**src/rtl/shift_xfer_ctrl.sv**
```systemverilog
// rtl/shift_xfer_ctrl.sv - sequencing controller for a parallel-load bidirectional shift register
module shift_xfer_ctrl #(
    parameter int WIDTH = 8,
    parameter int DIV   = 4,
    parameter int LEN_W = $clog2(WIDTH + 1)
) (
    input  logic             clk,
    input  logic             rst,
    input  logic             req_valid,
    output logic             req_ready,
    input  logic [WIDTH-1:0] req_data,
    input  logic [LEN_W-1:0] req_len,
    input  logic             req_lsb_first,
    output logic             rsp_valid,
    input  logic             rsp_ready,
    output logic [WIDTH-1:0] rsp_data,
    input  logic             abort,
    output logic             busy,
    output logic             sr_load_en,
    output logic             sr_shift_en,
    output logic             sr_direction,
    output logic [WIDTH-1:0] sr_parallel_in,
    input  logic [WIDTH-1:0] sr_parallel_out
);

    localparam int PACE_W = (DIV > 1) ? $clog2(DIV) : 1;
    localparam logic [PACE_W-1:0] PACE_RELOAD = PACE_W'(DIV - 1);

    typedef enum logic [2:0] {IDLE, LOAD, SHIFT, CAPT, DONE} state_t;

    state_t             state, state_n;
    logic [LEN_W-1:0]   bit_cnt, bit_cnt_n;
    logic [PACE_W-1:0]  pace, pace_n;
    logic               shift_n;
    logic               accept;
    logic [LEN_W-1:0]   eff_len;

    logic               req_ready_n, busy_n, load_n, rsp_valid_n, dir_n;
    logic [WIDTH-1:0]   pin_n, rsp_data_n;

    // Out-of-range lengths fall back to a full-width transfer.
    always_comb begin
        eff_len = req_len;
        if (req_len == '0 || req_len > LEN_W'(WIDTH))
            eff_len = LEN_W'(WIDTH);
    end

    assign accept = (state == IDLE) && req_valid && req_ready && !abort;

    always_ff @(posedge clk or posedge rst) begin
        if (rst) begin
            state          <= IDLE;
            bit_cnt        <= '0;
            pace           <= '0;
            req_ready      <= 1'b1;
            busy           <= 1'b0;
            rsp_valid      <= 1'b0;
            rsp_data       <= '0;
            sr_load_en     <= 1'b0;
            sr_shift_en    <= 1'b0;
            sr_direction   <= 1'b0;
            sr_parallel_in <= '0;
        end else begin
            state          <= state_n;
            bit_cnt        <= bit_cnt_n;
            pace           <= pace_n;
            req_ready      <= req_ready_n;
            busy           <= busy_n;
            rsp_valid      <= rsp_valid_n;
            rsp_data       <= rsp_data_n;
            sr_load_en     <= load_n;
            sr_shift_en    <= shift_n;
            sr_direction   <= dir_n;
            sr_parallel_in <= pin_n;
        end
    end

    // pace counts down the idle cycles between pulses; the registered
    // sr_shift_en marks the cycle in which a pulse is actually issued.
    always_comb begin
        state_n   = state;
        bit_cnt_n = bit_cnt;
        pace_n    = pace;
        shift_n   = 1'b0;
        case (state)
            IDLE: begin
                if (accept) begin
                    state_n   = LOAD;
                    bit_cnt_n = eff_len;
                end
            end
            LOAD: begin
                state_n = SHIFT;
                shift_n = 1'b1;
                pace_n  = PACE_RELOAD;
            end
            SHIFT: begin
                if (sr_shift_en)
                    bit_cnt_n = bit_cnt - LEN_W'(1);
                if (sr_shift_en && bit_cnt == LEN_W'(1)) begin
                    state_n = CAPT;
                end else if (pace == '0) begin
                    shift_n = 1'b1;
                    pace_n  = PACE_RELOAD;
                end else begin
                    pace_n = pace - PACE_W'(1);
                end
            end
            CAPT: state_n = DONE;
            DONE: begin
                if (rsp_ready)
                    state_n = IDLE;
            end
            default: state_n = IDLE;
        endcase
        if (abort && state != IDLE) begin
            state_n = IDLE;
            shift_n = 1'b0;
        end
    end

    always_comb begin
        req_ready_n = (state_n == IDLE);
        busy_n      = (state_n != IDLE);
        load_n      = (state_n == LOAD);
        rsp_valid_n = (state_n == DONE);
        dir_n       = accept ? req_lsb_first : sr_direction;
        pin_n       = accept ? req_data : sr_parallel_in;
        rsp_data_n  = (state == CAPT && state_n == DONE) ? sr_parallel_out : rsp_data;
    end

endmodule
```
**config.mk**
```make
export PLATFORM = sky130hd
export DESIGN_NAME = shift_xfer_ctrl
export DESIGN_NICKNAME = d
export VERILOG_FILES = /design/src/rtl/shift_xfer_ctrl.sv
export SDC_FILE = /design/constraint.sdc
export NUM_CORES = 1
export LEC_CHECK = 0
export ABC_AREA = 1
export BUFFER_PORTS_ARGS = -buffer_cell sky130_fd_sc_hd__buf_4
export CORE_ASPECT_RATIO = 0.75
export CORE_MARGIN = 1.5
export CORE_UTILIZATION = 45
export DETAILED_ROUTE_END_ITERATION = 8
export PLACE_DENSITY_LB_ADDON = 0.08
export SYNTH_ARGS = -nofsm -noshare
export SYNTH_HDL_FRONTEND = slang
export SYNTH_SLANG_ARGS = --single-unit
```
**constraint.sdc**
```tcl
create_clock -name clk -period 1.2 [get_ports clk]
set_input_delay 0.18 -clock clk [delete_from_list [all_inputs] [get_ports clk]]
set_output_delay 0.18 -clock clk [all_outputs]
set_load 0.01 [all_outputs]
```
; After elaboration in Yosys (flattened, before gate mapping)
; Index checks and enable logic that the tools add are counted.
[classes]
addsub = 2
n_lt_le_gt_ge = 1
n_eq_ne = 10
n_mux = 16
reduce_logical = 18
[op_table]
columns = cell, count
row1 = $pmux 3 s5, 1
row2 = $mux 3, 4
row3 = $mux 4, 3
row4 = $pmux 4 s2, 1
row5 = $eq 3x1->1 const B, 2
row6 = $eq 3x2->1 const B, 2
row7 = $eq 3x3->1 const B, 2
row8 = $logic_and 1x1->1, 6
row9 = $logic_not 3->1, 2
row10 = $ne 2x2->1 const B, 3
row11 = $reduce_bool 3->1, 2
row12 = $eq 4x1->1 const B, 1
row13 = $gt 4x4->1 const B, 1
row14 = $logic_not 4->1, 1
row15 = $mux 2, 2
row16 = $pmux 2 s2, 1
row17 = $reduce_bool 2->1, 2
row18 = $sub 4x1->4 const B, 1
row19 = $mux 1, 3
row20 = $reduce_and 3->1, 1
row21 = $logic_not 2->1, 1
row22 = $pmux 1 s2, 1
row23 = $reduce_and 2->1, 1
row24 = $sub 2x1->2 const B, 1
row25 = other kinds (2), 2
[totals]
reg_bits = 31
input_bits = 26
out_inout_bits = 22
word_cells = 58

; Depth between registers and ports, before layout
[depth]
ltp_word = 9
ltp_mapped = 9
mapped_depth_nobuf = 9

; Least setup slack after synthesis
; No wires, ideal clock.
[synth_path]
path_type = reg2reg
start = reg req_ready
end = reg bit_cnt[1]
setup_ns = 0.065
t_arrival_ns = 1.100
t_required_ns = 1.135
path_slack_ns = 0.035
stages_incl_launch_ff = 7
path_buffers = 0
synth_period_minus_slack_ns = 1.165
path_cell_list = dfstp_2 > nand3_2 > nor2_8 > inv_4 > nand2_2 > nand2_1 > nand2_1
[synth_via]
elab_chain_len = 4
[synth_lines]
columns = item, line_no
row1 = "start, declared", 10  ; output logic req_ready,
row2 = "start signal, assigned", 67  ; req_ready <= req_ready_n;
row3 = $logic_and 1x1->1 (2 in series), 48  ; assign accept = (state == IDLE) && req_valid && req_ready && !abort;
row4 = $ne 2x2->1 (no line), --
row5 = $reduce_and 3->1 (no line), --
row6 = "end signal, assigned", 65  ; bit_cnt <= bit_cnt_n;
row7 = "end, declared", 32  ; logic [LEN_W-1:0] bit_cnt, bit_cnt_n;
; Every way passes these cells.
; A chain may end at the register's enable or synchronous reset.

; Final worst setup path
[layout_path]
start = reg state[2]
end = reg req_ready
[layout_via]
elab_chain_len = 8
elab_cells_between_ends = 16
cone_classes = eq/ne (4) / mux (5) / reduce/logical (7)
[layout_lines]
columns = item, line_no
row1 = "start, declared", 31  ; state_t state, state_n;
row2 = "start signal, assigned", 64  ; state <= state_n;
row3 = $logic_not 3->1, "48, 85"
row4 = $logic_and 1x1->1 (3 in series), 48
row5 = $mux 3, 87  ; if (accept) begin
row6 = $pmux 3 s5, 85  ; case (state)
row7 = $mux 3 *, 116  ; if (abort && state != IDLE) begin
row8 = net state_n[0], 31
row9 = $logic_not 3->1 *, 123  ; req_ready_n = (state_n == IDLE);
row10 = net req_ready_n, 38  ; logic req_ready_n, busy_n, load_n, rsp_valid_n, dir_n;
; Mark *: on every way through the listed nets, which the timed path passes. The rest lies on a longest branch.

==> impl_metrics.ini <==
[status]
status = finished with violations
violations = setup timing

[placement]
portBuffers = 47
dp_hpwl_um = 2558
place_ws_ps = -41.97
gp_congestion = 0.8094

[synth]
syn-num-nets = 202
synth-seq-cells = 31
synth_warnings = 0
synthesis.instances = 173
synth.distinct_cells = 23
synth_area_per_cell_um2 = 8.672
syn_area_um2 = 1500
seq_area_frac_synth_pct = 51.79

[timing]
final_max_slew_viol_count = 0
finalCritPeriodShare_pct = 100.3
max_slew.worst_pin.slew_ps = 372.1
fin_crit_ps = 1204
grt_setup_unrepaired = yes
final-hold-violation-count = 0
fin_ws_ps = -4.004
finalSetupViolCount = 1
fmax_mhz = 830.6
final.setup.tns_ps = -4.004
fin_skew_ps = 5.611
holdWs_ps = 94.67
slew_headroom_pct = 75.17

[die]
io_pins = 48
initial_core_util_pct = 48.98
rows = 17
die_y_um = 53.01
die_w_um = 69.67
die_area_um2 = 3693
fp.coreArea_um2 = 3063

[global_routing]
antenna_found_initial = 0
grt_max_degree = 19
gr-usage-all-layers_pct = 19.82
grt_overflow_total = 0
grt_pass1_vias = 1284
grt_pass1_wl_um = 5506

[cells_and_area]
layout-drive-gt1-share_pct = 42.68
area_growth_pct = 43.87
diodes = 0
finalNetCount = 267
fin_util_pct = 70.47

[routing]
num_vias = 1296
drc = 0
avgRoutedWirePerCell_um = 12.12
first_iter_violations = 60
vias_per_cell = 4.679
routed_wl_um = 3358
detail-route-antenna-nets = 0
drt_first_pass_iters = 4

[worst_setup_path]
worst-path-buf-inv = 2
cp.arrival_ps = 1420
startpoint = state[2]
start_kind = flip-flop
path_common_cell = nor2_2
path_max_fanout = 6
cp-end-kind = flip-flop
r2r-start = state[2]
crit_type = flip-flop to flip-flop
cp_top_family = simple AND/OR/NAND/NOR gates
cp_slowest_stage_delay_ps = 410
worst_path_max_delay_cell = dfrtp_1
cp_data_required_time_ps = 1420
r2r_slack_ps = -4
path_cells = inv_4 -> nand3_4 -> nor2_8 -> buf_6 -> nor2_2 -> nor2_4 -> nor2_2

[pwr]
leakagePower_nw = 1.202
ir_drop_mv = 1.060
p_per_area_nw_per_um2 = 2182

[clock_network]
cts.sinks = 31
worstSkewPairLatency_ps = 280
cts_tree = built
clkSlewWorstSetupHoldPaths_ps = 60
clockRootBuffer = clkbuf_8
clock_path_buffers = 2
cts_max_level = 2
numCtsBuffers = 5

[job]
cap_violations = 0

[hold_path]
hold_start = req_data[4]
hold_class = primary input to flip-flop
-- power by group --
group	internal, mW	total (mW)	switching [mW]
logic	0.984	2.11	1.13
clock network	0.522	0.882	0.360
registers	1.46	1.72	0.252
-- cell usage in the layout (no fill, tap or decap) --
master | synthesis | layout
nand2_2 | 8 | 14
xnor2_1 | 1 | 1
dlygate4sd3_1 | 0 | 1
inv_4 | 2 | 1
buf_6 | 1 | 2
a21oi_4 | 1 | 1
nand3_1 | 9 | 9
a21oi_1 | 1 | 1
nand4_4 | 1 | 1
inv_2 | 3 | 3
dfrtp_1 | 30 | 29
buf_12 | 0 | 1
ha_2 | 0 | 1
nand3_4 | 2 | 3
nor2_1 | 4 | 2
buf_4 | 0 | 56
o21ai_0 | 14 | 14
nor2_4 | 1 | 1
nor2_2 | 2 | 4
ha_1 | 3 | 2
nor2_8 | 1 | 1
inv_6 | 0 | 2
dfrtp_2 | 0 | 1
dfstp_2 | 1 | 1
nand2_1 | 61 | 53
clkbuf_1 | 0 | 1
nand2_4 | 0 | 2
clkbuf_8 | 0 | 7
inv_1 | 23 | 22
o21ai_1 | 2 | 2
-- sequential cells by signal, summed over array words and instances, names as in the netlist --
| signal | cells |
|---|---|
| sr_direction | 1 |
| sr_shift_en | 1 |
| rsp_data | 8 |
| sr_parallel_in | 8 |
| pace | 2 |
| req_ready | 1 |
| busy | 1 |
| state | 3 |
| bit_cnt | 4 |
| sr_load_en | 1 |
| rsp_valid | 1 |
-- Yosys cell counts, drive strengths merged --
| master | count | share of area, % |
|---|---|---|
| dfrtp | 30 | 50 |
| nor2 | 8 | 3.9 |
| ha | 3 | 2.5 |
| inv | 28 | 7.3 |
| o21ai | 16 | 5.3 |
| a21oi | 2 | 1.4 |
| xnor2 | 1 | 0.58 |
| buf | 2 | 1.1 |
| nand3 | 12 | 6.0 |
| dfstp | 1 | 1.8 |
| nand4 | 1 | 1.4 |
| nand2 | 69 | 19 |
-- logic make-up (layout without fill, tap and decap cells) --
| family | Yosys count | in the layout | share of synthesized area, % |
|---|---|---|---|
| buffers and inverters | 30 | 96 | 8.423 |
| AOI/OAI and AO/OA | 18 | 18 | 6.756 |
| DFF | 31 | 31 | 51.79 |
| adders and majority gates | 3 | 3 | 2.502 |
| and+or+nand+nor | 90 | 90 | 29.94 |
| xor gates and xnor gates | 1 | 1 | 0.5839 |
-- layer usage --
layer,vias up,routed length (µm),track usage [%]
met5,-,0,0
met2,33,1565,32.85
met3,8,227,6.857
met1,595,1506,23.56
met4,0,59,9.615
li1,660,-,-
-- what timing repair did --
item                       4_1_cts  5_1_grt
hold buffers                     1        0
buffers inserted                 2        1
hold endpoints to repair         6        0
setup endpoints to repair       13       20
pin swaps                        2        8
gates resized for setup          6       15
-- per-stage QoR --
step / cell area, µm² / total power [mW] / std cells
after global routing: 2158 / 5.099 / 277
after CTS: 2106 / 4.670 / 276
after detailed placement: 1964 / 3.708 / 265
after floorplan: 1500 / 2.849 / 173
after global placement: 1964 / 3.622 / 265
final: 2158 / 4.710 / 277
-- cell type report --
| type | count | area [µm²] |
|---|---|---|
| inverters | 28 | 117.6 |
| flip-flops and latches | 31 | 778.2 |
| multi-input cells | 112 | 641.9 |
| repair buffers | 60 | 473.0 |
| well taps | 38 | 47.55 |
| fillers | 252 | 904.6 |
| clock buffers | 8 | 100.1 |
-- tightest hold or removal path: cells and delay by family --
family,cells,cell delay (ps)
buffers and inverters,1,80
AND/OR/NAND/NOR,2,90
-- path summary, 6_finish.rpt --
| path | depth (start not counted) | endpoint |
|---|---|---|
| max in group asynchronous | 4 | state[1] |
| worst max-delay path | 7 | req_ready |
| worst max register to register | 7 | req_ready |
| min in group asynchronous | 3 | rsp_data[2] |
| worst min register to register | 2 | sr_parallel_in[7] |
| worst min-delay path | 3 | sr_parallel_in[4] |
(Power assumes the default switching activity.)
